===== src/rtl/sha_msg_padder.sv =====
// sha_msg_padder: SHA-256 message padder, byte stream in, 512-bit blocks out.
// Define SHA_MSG_SCHED_EN to add the W[16..63] schedule expansion stage.
module sha_msg_padder (
  input  logic              clk,
  input  logic              reset,
  input  logic              in_valid,
  input  logic [7:0]        in_data,
  input  logic              in_last,
  output logic              in_ready,
  output logic              blk_valid,
  input  logic              blk_ready,
  output logic [0:15][31:0] blk_W,
  output logic              blk_first,
  output logic              blk_last
`ifdef SHA_MSG_SCHED_EN
  ,
  output logic [0:63][31:0] blk_W64
`endif
);

`ifdef SHA_MSG_SCHED_EN
  typedef enum logic [1:0] {FILL, PAD, EXPAND, EMIT} state_t;
  localparam state_t FORMED = EXPAND;
`else
  typedef enum logic [1:0] {FILL, PAD, EMIT} state_t;
  localparam state_t FORMED = EMIT;
`endif

  state_t            state;
  state_t            state_nxt;
  logic [5:0]        ptr;
  logic [6:0]        p_cnt;
  logic [63:0]       bit_cnt;
  logic [0:15][31:0] blk_q;
  logic              first_pend;
  logic              last_q;
  logic              extra_pend;
  logic              extra_80;
  logic              byte_acc;
  logic              blk_acc;

  assign byte_acc = in_valid && (state == FILL);
  assign blk_acc  = blk_ready && (state == EMIT);

`ifdef SHA_MSG_SCHED_EN
  logic [5:0]         t_idx;
  logic [16:63][31:0] w_ext;
  logic [0:63][31:0]  w_all;
  logic [31:0]        w_new;

  function automatic logic [31:0] sig0(input logic [31:0] x);
    return {x[6:0], x[31:7]} ^ {x[17:0], x[31:18]} ^ (x >> 3);
  endfunction

  function automatic logic [31:0] sig1(input logic [31:0] x);
    return {x[16:0], x[31:17]} ^ {x[18:0], x[31:19]} ^ (x >> 10);
  endfunction

  assign w_all = {blk_q, w_ext};
  assign w_new = sig1(w_all[t_idx - 6'd2])
               + w_all[t_idx - 6'd7]
               + sig0(w_all[t_idx - 6'd15])
               + w_all[t_idx - 6'd16];

  // schedule expansion: one new word per EXPAND cycle
  always_ff @(posedge clk) begin
    if (reset) begin
      t_idx <= 6'd16;
      w_ext <= '0;
    end else if (state == EXPAND) begin
      w_ext[t_idx] <= w_new;
      t_idx <= (t_idx == 6'd63) ? 6'd16 : t_idx + 6'd1;
    end
  end
`endif

  // state register
  always_ff @(posedge clk) begin
    if (reset) state <= FILL;
    else       state <= state_nxt;
  end

  // next-state decode
  always_comb begin
    state_nxt = state;
    unique case (state)
      FILL:
        if (byte_acc) begin
          if (in_last)              state_nxt = PAD;
          else if (ptr == 6'd63)    state_nxt = FORMED;
        end
      PAD: state_nxt = FORMED;
`ifdef SHA_MSG_SCHED_EN
      EXPAND:
        if (t_idx == 6'd63) state_nxt = EMIT;
`endif
      EMIT:
        if (blk_acc) state_nxt = extra_pend ? PAD : FILL;
      default: state_nxt = FILL;
    endcase
  end

  // block buffer, byte pointer, bit counter and message flags;
  // buffer is zeroed on each transfer so padding only writes non-zero bytes
  always_ff @(posedge clk) begin
    if (reset) begin
      ptr        <= '0;
      p_cnt      <= '0;
      bit_cnt    <= '0;
      blk_q      <= '0;
      first_pend <= 1'b1;
      last_q     <= 1'b0;
      extra_pend <= 1'b0;
      extra_80   <= 1'b0;
    end else begin
      unique case (state)
        FILL:
          if (byte_acc) begin
            blk_q[ptr[5:2]][{~ptr[1:0], 3'b000} +: 8] <= in_data;
            bit_cnt <= bit_cnt + 64'd8;
            ptr     <= ptr + 6'd1;
            if (in_last)           p_cnt  <= {1'b0, ptr} + 7'd1;
            else if (ptr == 6'd63) last_q <= 1'b0;
          end
        PAD:
          if (extra_pend) begin
            blk_q[0][31:24] <= extra_80 ? 8'h80 : 8'h00;
            blk_q[14]       <= bit_cnt[63:32];
            blk_q[15]       <= bit_cnt[31:0];
            extra_pend      <= 1'b0;
            last_q          <= 1'b1;
          end else if (p_cnt == 7'd64) begin
            extra_pend <= 1'b1;
            extra_80   <= 1'b1;
            last_q     <= 1'b0;
          end else begin
            blk_q[p_cnt[5:2]][{~p_cnt[1:0], 3'b000} +: 8] <= 8'h80;
            if (p_cnt <= 7'd55) begin
              blk_q[14] <= bit_cnt[63:32];
              blk_q[15] <= bit_cnt[31:0];
              last_q    <= 1'b1;
            end else begin
              extra_pend <= 1'b1;
              extra_80   <= 1'b0;
              last_q     <= 1'b0;
            end
          end
        EMIT:
          if (blk_acc) begin
            blk_q      <= '0;
            ptr        <= '0;
            first_pend <= last_q;
            if (last_q) bit_cnt <= '0;
          end
        default: ;
      endcase
    end
  end

  // outputs decoded from state and held registers
  always_comb begin
    in_ready  = (state == FILL);
    blk_valid = (state == EMIT);
    blk_first = (state == EMIT) && first_pend;
    blk_last  = (state == EMIT) && last_q;
    blk_W     = blk_q;
`ifdef SHA_MSG_SCHED_EN
    blk_W64   = w_all;
`endif
  end

endmodule


===== config.mk =====
export PLATFORM = sky130hd
export DESIGN_NAME = sha_msg_padder
export DESIGN_NICKNAME = d
export VERILOG_FILES = /design/src/rtl/sha_msg_padder.sv
export SDC_FILE = /design/constraint.sdc
export NUM_CORES = 1
export LEC_CHECK = 0
export CAP_MARGIN = 20
export CORE_ASPECT_RATIO = 1.25
export CORE_MARGIN = 2
export CORE_UTILIZATION = 54
export DETAILED_ROUTE_END_ITERATION = 8
export GPL_ROUTABILITY_DRIVEN = 0
export PLACE_DENSITY_LB_ADDON = 0.08
export SYNTH_ARGS = -nofsm -noshare
export SYNTH_HDL_FRONTEND = slang
export SYNTH_SLANG_ARGS = --single-unit

===== constraint.sdc =====
create_clock -name clk -period 5.2 [get_ports clk]
set_input_delay 1.04 -clock clk [delete_from_list [all_inputs] [get_ports clk]]
set_output_delay 1.04 -clock clk [all_outputs]
set_load 0.05 [all_outputs]

==> impl_metrics.tcl <==
set metrics [dict create \
    status "complete, no violations" \
    instances_no_fill 3477 \
    die_height_um 238 \
    finalCritPeriodShare_pct 74.1 \
    drtPass1Iterations 8 \
    fillerInstances 3308 \
    worstSetupPathType "reg2out" \
    top_layer "met4" \
    cts_setup_buffers 0 \
    worstMarginPinSlew_ps 1100 \
    maxSlewViolCount 0 \
    ctsResizeCount 0 \
    vias 23400 \
    dieArea_sq_um 45500 \
    max_freq_ghz 0.259 \
    placement_rows 85 \
    ant_nets 0 \
    drcViolationCount 0 \
    clock-root-buffer "clkbuf_16" \
    fin_util_pct 72.1 \
    cts.path.max_buffers 3 \
    synthToLayoutAreaGrowth_pct 31.7 \
    drv_cap 0 \
    hold-worst-slack_ps 470 \
    clkTransAtPathRegs_ps 60 \
    synth_cell_types 70 \
    ys_async_sr_fraction_pct 0 \
    routedWlPerCell_um 26.7 \
    p_leak_nw 11.2 \
    portBuffers 528 \
    antenna_found_initial 1 \
    drive_above_1_share_pct 6.66 \
    avgSynthCellArea_sq_um 9.83 \
    wl_met1_um 32500 \
    nets 2894 \
    synth_area_leaders "dfxtp_1 (50%), a22o_1 (16%), a21oi_1 (2.9%)" \
    worstPathMaxFanout 20 \
    finalSetupTns_ps 0 \
    crit_path_end_kind "output port" \
    worstPathArrival_ps 2810 \
    core-area_sq_um 43200 \
    synth_area_leader_cell "dfxtp_1" \
    setup_viol 0 \
    synth-seq-cells 592 \
    drt_wl_total_um 92900 \
    die_w_um 191 \
    start_util_pct 54.8 \
    p_per_area_nw_per_um2 337 \
    max_slew_margin_pct 25.8 \
    hp-class "reg2reg" \
    grt_pass1_wl_um 137000 \
    synth_ff_type "dfxtp_1" \
    grt_use_total_pct 39.0 \
    startpoint_type "flip-flop" \
    cts_made_buffers 54 \
    met2WireLength_um 44600 \
    required_ps 4160 \
    synthesis.area_sq_um 23700 \
    grt_max_degree 81 \
    yosys.area.top_type_share_pct 50.1 \
    final-seq-area_sq_um 11900 \
    synth_edf_count 0 \
    first_global_vias 22000 \
    clock-skew-final_ps 15.8 \
    cts_sinks 592 \
    dr_wl_met3_um 9190 \
    tritoncts "done" \
    dp.cells 3377 \
    syn-num-nets 2429 \
    yosys_warnings 0 \
    fin_crit_ps 3850 \
    clk_latency_ps 600 \
    viasPerCell 6.74 \
    peakVddDrop_mv 0.258 \
    rsz0062_at_grt "no" \
    multi_input_area_sq_um 10800 \
    seq_area_frac_synth_pct 50.1 \
    hpwl_um 66900 \
    htreeDepth 2 \
    drtIter0Drc 2963 \
    hold_buffers 0 \
    synth_cells 2406 \
    ios 529 \
    grt_overflow 0 \
    finalPower_mw 10.5 \
    final-hold-violation-count 0 \
]
==> critical path, cell delays in order, from the launching register on <==
cell and delay (ps):
dfxtp_1 360, inv_1 140, ha_1 600, and2_1 280, clkdlybuf4s50_1 830
==> layout by cell type (no fill, tap or decap), types with 13 or more instances in the layout <==
cell type | netlist | final
o31a_1 | 14 | 14
a22o_1 | 427 | 427
o22ai_1 | 66 | 66
nor3_1 | 23 | 23
o21ai_0 | 72 | 72
a21o_1 | 34 | 33
or4_1 | 20 | 20
clkbuf_8 | 0 | 16
nand4_1 | 25 | 25
clkinv_2 | 0 | 13
a41o_1 | 22 | 22
clkbuf_16 | 0 | 55
o31ai_1 | 50 | 50
a31oi_1 | 46 | 46
o2bb2ai_1 | 42 | 42
clkdlybuf4s50_1 | 0 | 527
xor2_1 | 14 | 14
dfxtp_1 | 592 | 592
nand3_1 | 69 | 69
nor2_1 | 155 | 152
a21oi_1 | 136 | 135
buf_4 | 18 | 57
a311oi_1 | 29 | 29
nand2_1 | 124 | 124
inv_1 | 58 | 58
==> report_power, final <==
group / total, mW / switching [mW] / internal [mW] / leakage (nW)
registers: 4.66 / 0.0762 / 4.58 / 4.77
logic: 1.72 / 1.32 / 0.398 / 5.49
clock network: 4.12 / 1.77 / 2.35 / 0.914
total: 10.5 / 3.17 / 7.33 / 11.2
==> layer usage <==
metal	vias up	track usage (%)
met5	-	0
met4	0	24.3
met3	410	6.77
met2	1588	65.9
met1	11200	45.8
li1	10200	-
==> final timing paths <==
path | startpoint | to | slack, ps | cells past startpoint
setup / recovery | state[0] | blk_first | 1350 | 4
hold / removal | first_pend | first_pend | 470 | 2
setup reg to reg | state[0] | blk_W[176] | 1450 | 7
hold reg to reg | first_pend | first_pend | 470 | 2
==> synth_stat cells (all sizes together), types with 4 or more instances <==
| cell | count |
|---|---|
| nand4b | 9 |
| o22ai | 66 |
| dfxtp | 592 |
| o221a | 4 |
| nor2 | 155 |
| and3 | 11 |
| o41ai | 8 |
| a22o | 427 |
| and2 | 13 |
| or2 | 7 |
| o2bb2ai | 42 |
| or4 | 21 |
| o32ai | 11 |
| a41o | 22 |
| o31a | 14 |
| and4 | 10 |
| xor2 | 14 |
| o31ai | 50 |
| o21ai | 72 |
| nor3 | 29 |
| a21oi | 136 |
| o21a | 12 |
| a32oi | 5 |
| nand2 | 125 |
| nor2b | 12 |
| nor3b | 4 |
| nand2b | 8 |
| a2111o | 4 |
| nor4 | 11 |
| a31oi | 46 |
| xnor2 | 9 |
| nand3b | 6 |
| a311oi | 29 |
| or3 | 9 |
| inv | 59 |
| clkbuf | 100 |
| ha | 10 |
| a22oi | 4 |
| nand3 | 70 |
| nand4 | 25 |
| a21o | 34 |
| nor4b | 5 |
| buf | 79 |
| mux2i | 8 |
==> through the flow <==
step / setup slack, ps / cell area (sq um)
floorplan: 2290 / 23700
detailed placement: 1360 / 29300
finish: 1350 / 31100
global placement: 1350 / 29300
CTS: 1410 / 31100
global route: 1310 / 31100
==> area by class of cell <==
type | instances | share of cell area, %
sequential | 592 | 38.1
antenna | 1 | 0.00804
clock inverter | 21 | 0.699
tap | 565 | 2.27
clock buffer | 75 | 5.17
timing repair buffer | 588 | 18.4
multi-input combinational | 1576 | 34.7
inverter | 59 | 0.711
==> sequential cells by signal, summed over array words and instances (netlist names) <==
| signal | flops |
|---|---|
| ptr | 6 |
| bit_cnt | 61 |
| extra_80 | 1 |
| blk_W | 512 |
| last_q | 1 |
| state | 2 |
| p_cnt | 7 |
| first_pend | 1 |
| extra_pend | 1 |
==> kinds of logic after synthesis <==
logic type,Yosys count,synth area share [%]
AO/OA/AOI/OAI,1000,32.2
AND/OR/NAND/NOR,534,11.5
XOR/XNOR,23,0.852
buffers and inverters,238,4.39
flip-flops,592,50.1
adder cells (fa/ha/maj),10,0.529
multiplexers,9,0.386
Note: power is estimated with default switching activity, not from simulation.
